`config.mk`:
```
export PLATFORM = sky130hd
export DESIGN_NAME = product_accumulator
export DESIGN_NICKNAME = d
export VERILOG_FILES = /design/src/rtl/product_accumulator.sv
export SDC_FILE = /design/constraint.sdc
export NUM_CORES = 1
export LEC_CHECK = 0
export BUFFER_PORTS_ARGS = -buffer_cell sky130_fd_sc_hd__buf_2
export CAP_MARGIN = 20
export CORE_ASPECT_RATIO = 2
export CORE_UTILIZATION = 39
export CTS_CLUSTER_SIZE = 20
export DETAILED_ROUTE_END_ITERATION = 8
export PLACE_DENSITY = 0.68
export SYNTH_ARGS = -nofsm -noshare
export SYNTH_HDL_FRONTEND = slang
export SYNTH_SLANG_ARGS = --single-unit
```
`constraint.sdc`:
```
create_clock -name clk -period 3.2 [get_ports clk]
set_input_delay 0.64 -clock clk [delete_from_list [all_inputs] [get_ports clk]]
set_output_delay 0.64 -clock clk [all_outputs]
set_load 0.005 [all_outputs]
```
`src/rtl/product_accumulator.sv`:
```
// product_accumulator: sums a frame of unsigned 8-bit products into a
// 12-bit result and counts the terms in the frame. A frame closes on
// in_last, or when MAX_TERMS products have been accepted (flagged by
// forced). The result is held with out_valid until it is taken.
//
// Ports
//   clk        clock, rising edge
//   rst_n      synchronous active-low reset
//   in_valid   product present
//   in_ready   block accepts a product this cycle (registered)
//   product    unsigned product, 0..225
//   in_last    final product of the frame
//   out_valid  frame result held on sum/count/forced (registered)
//   out_ready  downstream accepts the result
//   sum        sum of the frame's products
//   count      number of products in the frame, 1..MAX_TERMS
//   forced     frame closed by reaching MAX_TERMS without in_last
module product_accumulator #(
  parameter int unsigned MAX_TERMS = 16
) (
  input  logic        clk,
  input  logic        rst_n,
  input  logic        in_valid,
  output logic        in_ready,
  input  logic [7:0]  product,
  input  logic        in_last,
  output logic        out_valid,
  input  logic        out_ready,
  output logic [11:0] sum,
  output logic [4:0]  count,
  output logic        forced
);

  localparam int unsigned SUM_W = 12;
  localparam int unsigned CNT_W = 5;
  localparam logic [CNT_W-1:0] CNT_LIMIT = CNT_W'(MAX_TERMS);
  localparam logic SINGLE_TERM = (MAX_TERMS == 1);

  typedef enum logic [1:0] {
    IDLE  = 2'd0,
    ACCUM = 2'd1,
    DONE  = 2'd2
  } state_e;

  state_e             state_q, state_d;
  logic [SUM_W-1:0]   sum_q, sum_d;
  logic [CNT_W-1:0]   count_q, count_d;
  logic               forced_q, forced_d;
  logic               in_ready_q, in_ready_d;
  logic               out_valid_q, out_valid_d;

  logic               in_xfer;
  logic [CNT_W-1:0]   count_inc;

  // Handshake flags are flops decoded from the next state, so neither
  // depends combinationally on in_valid or out_ready.
  assign in_xfer   = in_valid && in_ready_q;
  assign count_inc = count_q + CNT_W'(1);

  // State register and datapath registers
  always_ff @(posedge clk) begin
    if (!rst_n) begin
      state_q     <= IDLE;
      sum_q       <= '0;
      count_q     <= '0;
      forced_q    <= 1'b0;
      in_ready_q  <= 1'b1;
      out_valid_q <= 1'b0;
    end else begin
      state_q     <= state_d;
      sum_q       <= sum_d;
      count_q     <= count_d;
      forced_q    <= forced_d;
      in_ready_q  <= in_ready_d;
      out_valid_q <= out_valid_d;
    end
  end

  // Next-state and datapath update
  always_comb begin
    state_d  = state_q;
    sum_d    = sum_q;
    count_d  = count_q;
    forced_d = forced_q;

    unique case (state_q)
      IDLE: begin
        if (in_xfer) begin
          sum_d   = SUM_W'(product);
          count_d = CNT_W'(1);
          if (in_last || SINGLE_TERM) begin
            state_d  = DONE;
            forced_d = !in_last;
          end else begin
            state_d  = ACCUM;
            forced_d = 1'b0;
          end
        end
      end
      ACCUM: begin
        if (in_xfer) begin
          sum_d   = sum_q + SUM_W'(product);
          count_d = count_inc;
          if (in_last || (count_inc == CNT_LIMIT)) begin
            state_d  = DONE;
            forced_d = !in_last;
          end
        end
      end
      DONE: begin
        if (out_ready) begin
          state_d = IDLE;
        end
      end
      default: begin
        state_d = IDLE;
      end
    endcase
  end

  assign in_ready_d  = (state_d != DONE);
  assign out_valid_d = (state_d == DONE);

  assign in_ready  = in_ready_q;
  assign out_valid = out_valid_q;
  assign sum       = sum_q;
  assign count     = count_q;
  assign forced    = forced_q;

endmodule

```
Word level (Yosys, flattened, before mapping) --
Cells that the tools add are included.
Storage, ports and cells: RAM bits 0, input bits 13, output and inout bits 20, logic and storage cells 40, bits in latches 0, flip-flop bits (word level) 22, bits in read-only memories 0, memories kept 0
Operators by class: reductions and logical operators 7, $lt $le $gt $ge 0, add/subtract/negate cells 2, divide/modulo/power cells 0, bitwise gates (word level) 0, shift-type cells 0, muxes and demuxes 17, equal/unequal tests 8, multipliers 0
Operators with widths (count):
- $mux W12 | 2
- $pmux W12 S2 | 1
- $add A12 B8 Y12 | 1
- $mux W2 | 5
- $mux W5 | 2
- $pmux W5 S2 | 1
- $ne A2 B2 Y1 const B | 4
- $pmux W2 S3 | 1
- $add A5 B1 Y5 const B | 1
- $eq A5 B5 Y1 const B | 1
- $eq A2 B2 Y1 const B | 2
- $mux W1 | 4
- $reduce_and A4 Y1 | 1
- $reduce_and A3 Y1 | 1
- $eq A2 B1 Y1 const B | 1
- $logic_not A2 Y1 | 1
- $pmux W1 S2 | 1
- $reduce_bool A2 Y1 | 1
- $logic_and A1 B1 Y1 | 1
- $logic_not A1 Y1 | 1
- $logic_or A1 B1 Y1 | 1

Longest topological paths before layout --
word-level depth 7, mapped depth 8, gate-level depth less buffers 8

Least setup slack after synthesis --
No wires, ideal clock.
path type input to register, from input product[0], to register sum_q[10], in the netlist sum[10], path buffers 0, library setup time 0.070 ns, arrival time 2.191 ns, slack 0.939 ns, cell stages on the path 8, data required time 3.130 ns, cell sequence ha_1 > inv_1 > fa_1 > nand2b_1 > a21oi_1 > nor2_1 > or4_1 > a21oi_1
On the way: cells in the longest elaborated chain, start to end 3
Ends and longest elaborated chain:
- from (decl) | RTL line 25 | input logic [7:0] product,
- $add A12 B8 Y12 | RTL line 102 | sum_d = sum_q + SUM_W'(product);
- $mux W12 | RTL line 101 | if (in_xfer) begin
- $pmux W12 S2 | RTL line 86 | unique case (state_q)
- to (signal assigned) | RTL line 71 | sum_q <= sum_d;
- to (decl) | RTL line 46 | logic [SUM_W-1:0] sum_q, sum_d;
No other way between the ends. The select of a mux whose other input is x is not followed. A chain may end at the register's enable or synchronous reset.

Final worst setup path --
Same ends and word-level chain as after synthesis.

==> impl_metrics.env <==
export IMPL_numPortBuffers=32
export IMPL_grt_pass1_vias=1279
export IMPL_routed_via_density=5.93
export IMPL_fp_dieArea_um2=3740
export IMPL_setup_tns_ns=0
export IMPL_period_share_pct=70.9
export IMPL_grt_setup_unrepaired="no"
export IMPL_cts_tree="yes"
export IMPL_numCtsBuffers=3
export IMPL_layout_commonest_cell="buf_2"
export IMPL_die_y_um=85.4
export IMPL_holdPathStages=2
export IMPL_relSlewSlack_pct=58.2
export IMPL_area_delta_synth_final_pct=19.5
export IMPL_reg2reg_slack_ns=1.02
export IMPL_antenna_found_initial=0
export IMPL_violations="DRC"
export IMPL_finalPower_mw=0.729
export IMPL_syn_num_nets=187
export IMPL_start_util_pct=40.6
export IMPL_syn_area_um2=1360
export IMPL_dp_hpwl_um=2580
export IMPL_ys_seq_area_share_pct=32.4
export IMPL_grt_overflow_total=0
export IMPL_place_gp_congestion=0.824
export IMPL_hold_viol_final=0
export IMPL_slew_viol_final=0
export IMPL_setup_viol=0
export IMPL_end_kind="flip-flop"
export IMPL_r2r_start="sum[0]"
export IMPL_clock_sinks=22
export IMPL_crit_chain="buf_2 -> ha_1 -> inv_1 -> fa_1 -> nand2b_1 -> a21oi_1 -> nor2_1 -> or4_1 -> a21oi_1"
export IMPL_finalWirelength_um=3360
export IMPL_post_synth_cell_area_avg_um2=8.28
export IMPL_dp_cells=225
export IMPL_cts_hold_buf=0
export IMPL_fin_util_pct=48.6
export IMPL_start_kind="input pin"
export IMPL_clkLatencyLatePin_ns=0.27
export IMPL_hp_class="reg -> reg"
export IMPL_drt_pass1_iterations=6
export IMPL_critPathSlowestCell="or4_1"
export IMPL_clock_fmax_mhz=441
export IMPL_synth_edff_count=0
export IMPL_netlist_instances=164
export IMPL_synth_distinct_cells=41
export IMPL_fp_dieW_um=43.7
export IMPL_hp_start="sum[5]"
export IMPL_io_pin_count=33
export IMPL_ir_drop_mv=0.295
export IMPL_r2r_cells=8
export IMPL_grt_usage_pct=19.5
export IMPL_hold_end="sum[5]"
export IMPL_ant_nets=0
export IMPL_max_cap_viol_count=0
export IMPL_async_reset_ff_share_pct=0
export IMPL_cts_root_buf="clkbuf_8"
export IMPL_cts_buffer_depth=2
export IMPL_yosysWarnings=0
export IMPL_core_um2=3340
export IMPL_required_ns=3.39
export IMPL_cts_setup_buffers=0
export IMPL_grt_max_degree=18
export IMPL_fin_nets=221
export IMPL_grt_pass1_wl_um=5580
export IMPL_critPathKind="in -> reg"
export IMPL_leakage_nw=0.705
export IMPL_diodes=0
export IMPL_vias=1358
export IMPL_power_density_nw_per_um2=449
export IMPL_drc=2
export IMPL_cp_common_cell="a21oi_1"
export IMPL_fin_crit_ns=2.27
export IMPL_cts_resized=0
export IMPL_tightest_slew_ns=0.620
export IMPL_drt_iter0_drc=28
export IMPL_drive_above_1_share_pct=21.3
export IMPL_r2r_end="sum[10]"
export IMPL_wl_per_cell_um=14.7
export IMPL_slowest_delay_ns=0.40
export IMPL_cp_max_fo=4
export IMPL_arrival_ns=2.46
export IMPL_row_count=30
export IMPL_mostFrequentLayoutCells="buf_2, dfxtp_1, nor2_1"
export IMPL_synth_ff_type="dfxtp_1"
export IMPL_synth_seq_cells=22
export IMPL_skew_ns=0.00581
export IMPL_status="finished, violations left"
export IMPL_htree_num_levels=1
export IMPL_instances_no_fill=229
export IMPL_path_clk_slew_ns=0.08
==> flip-flops by register name, indices dropped and copies added (netlist names) <==
name and flops:
forced 1, out_valid 1, sum 12, state_q 2, count 5, in_ready 1
==> cell families after synthesis <==
group / after synthesis / share of synthesized area (%)
AOI/OAI and AO/OA: 58 / 27.4
xor gates and xnor gates: 6 / 3.87
adders and majority gates: 10 / 9.77
buffers and inverters: 9 / 2.67
DFF: 22 / 32.4
muxes: 1 / 0.829
and+or+nand+nor: 58 / 23.0
==> per-layer routing <==
| metal | global-route usage, % | share of wire (%) |
|---|---|---|
| met1 | 21.8 | 41 |
| met2 | 35.5 | 54 |
| met5 | 0 | 0 |
| met4 | 8.24 | 2.3 |
| met3 | 1.91 | 3.0 |
==> area by class of cell <==
type	instances	area [µm²]
Inverter	4	15.0
Clock buffer	3	41.3
Clock inverter	1	30.0
Multi-Input combinational cell	133	881
Sequential cell	22	440
Tap cell	32	40.0
Fill cell	343	1720
Timing Repair Buffer	34	175
==> synth_stat cells, drive strengths merged (2+ instances only) <==
cell type,number,area [µm²]
o21a,2,15.0
dfxtp,22,440
a31oi,3,18.8
nor3,4,25.0
nor2b,2,12.5
nor2,20,82.6
nor3b,4,30.0
a21o,5,37.5
ha,9,113
inv,4,15.0
nand2b,3,18.8
o211ai,3,22.5
nand3,3,15.0
or3,3,18.8
o21ai,11,55.1
a221oi,3,26.3
xor2,4,35.0
and2,2,12.5
clkbuf,3,11.3
xnor2,2,17.5
nand3b,2,27.5
nand2,11,41.3
a211oi,7,52.6
a21oi,17,85.1
buf,2,10.0
a311oi,2,17.5
==> power by group <==
part	total (mW)	switching, mW	internal (mW)
Sequential	0.305	0.0169	0.288
Clock	0.264	0.0965	0.167
Combinational	0.161	0.0917	0.0689
==> worst max-delay path by stage <==
stage	end	from
detailed placement	sum[10]	product[0]
CTS	sum[10]	product[0]
floorplan	sum[10]	product[0]
global placement	sum[10]	product[0]
finish	sum[10]	product[0]
global route	sum[10]	product[0]
==> worst max-delay path, delay by kind of cell <==
family                   cells  cell delay, ns
AND/OR/NAND/NOR              3            0.68
buffers and inverters        2            0.14
adder cells (fa/ha/maj)      2            0.56
AO/OA/AOI/OAI                2            0.43
==> per-stage QoR <==
step / instance area [µm²] / setup slack (ns) / hold WS (ns)
floorplan: 1360 / 0.939 / 0.465
global placement: 1550 / 0.685 / 0.470
detailed placement: 1550 / 0.668 / 0.471
CTS: 1620 / 0.940 / 0.482
global route: 1620 / 0.787 / 0.517
finish: 1620 / 0.930 / 0.476
(Power assumes the default switching activity.)
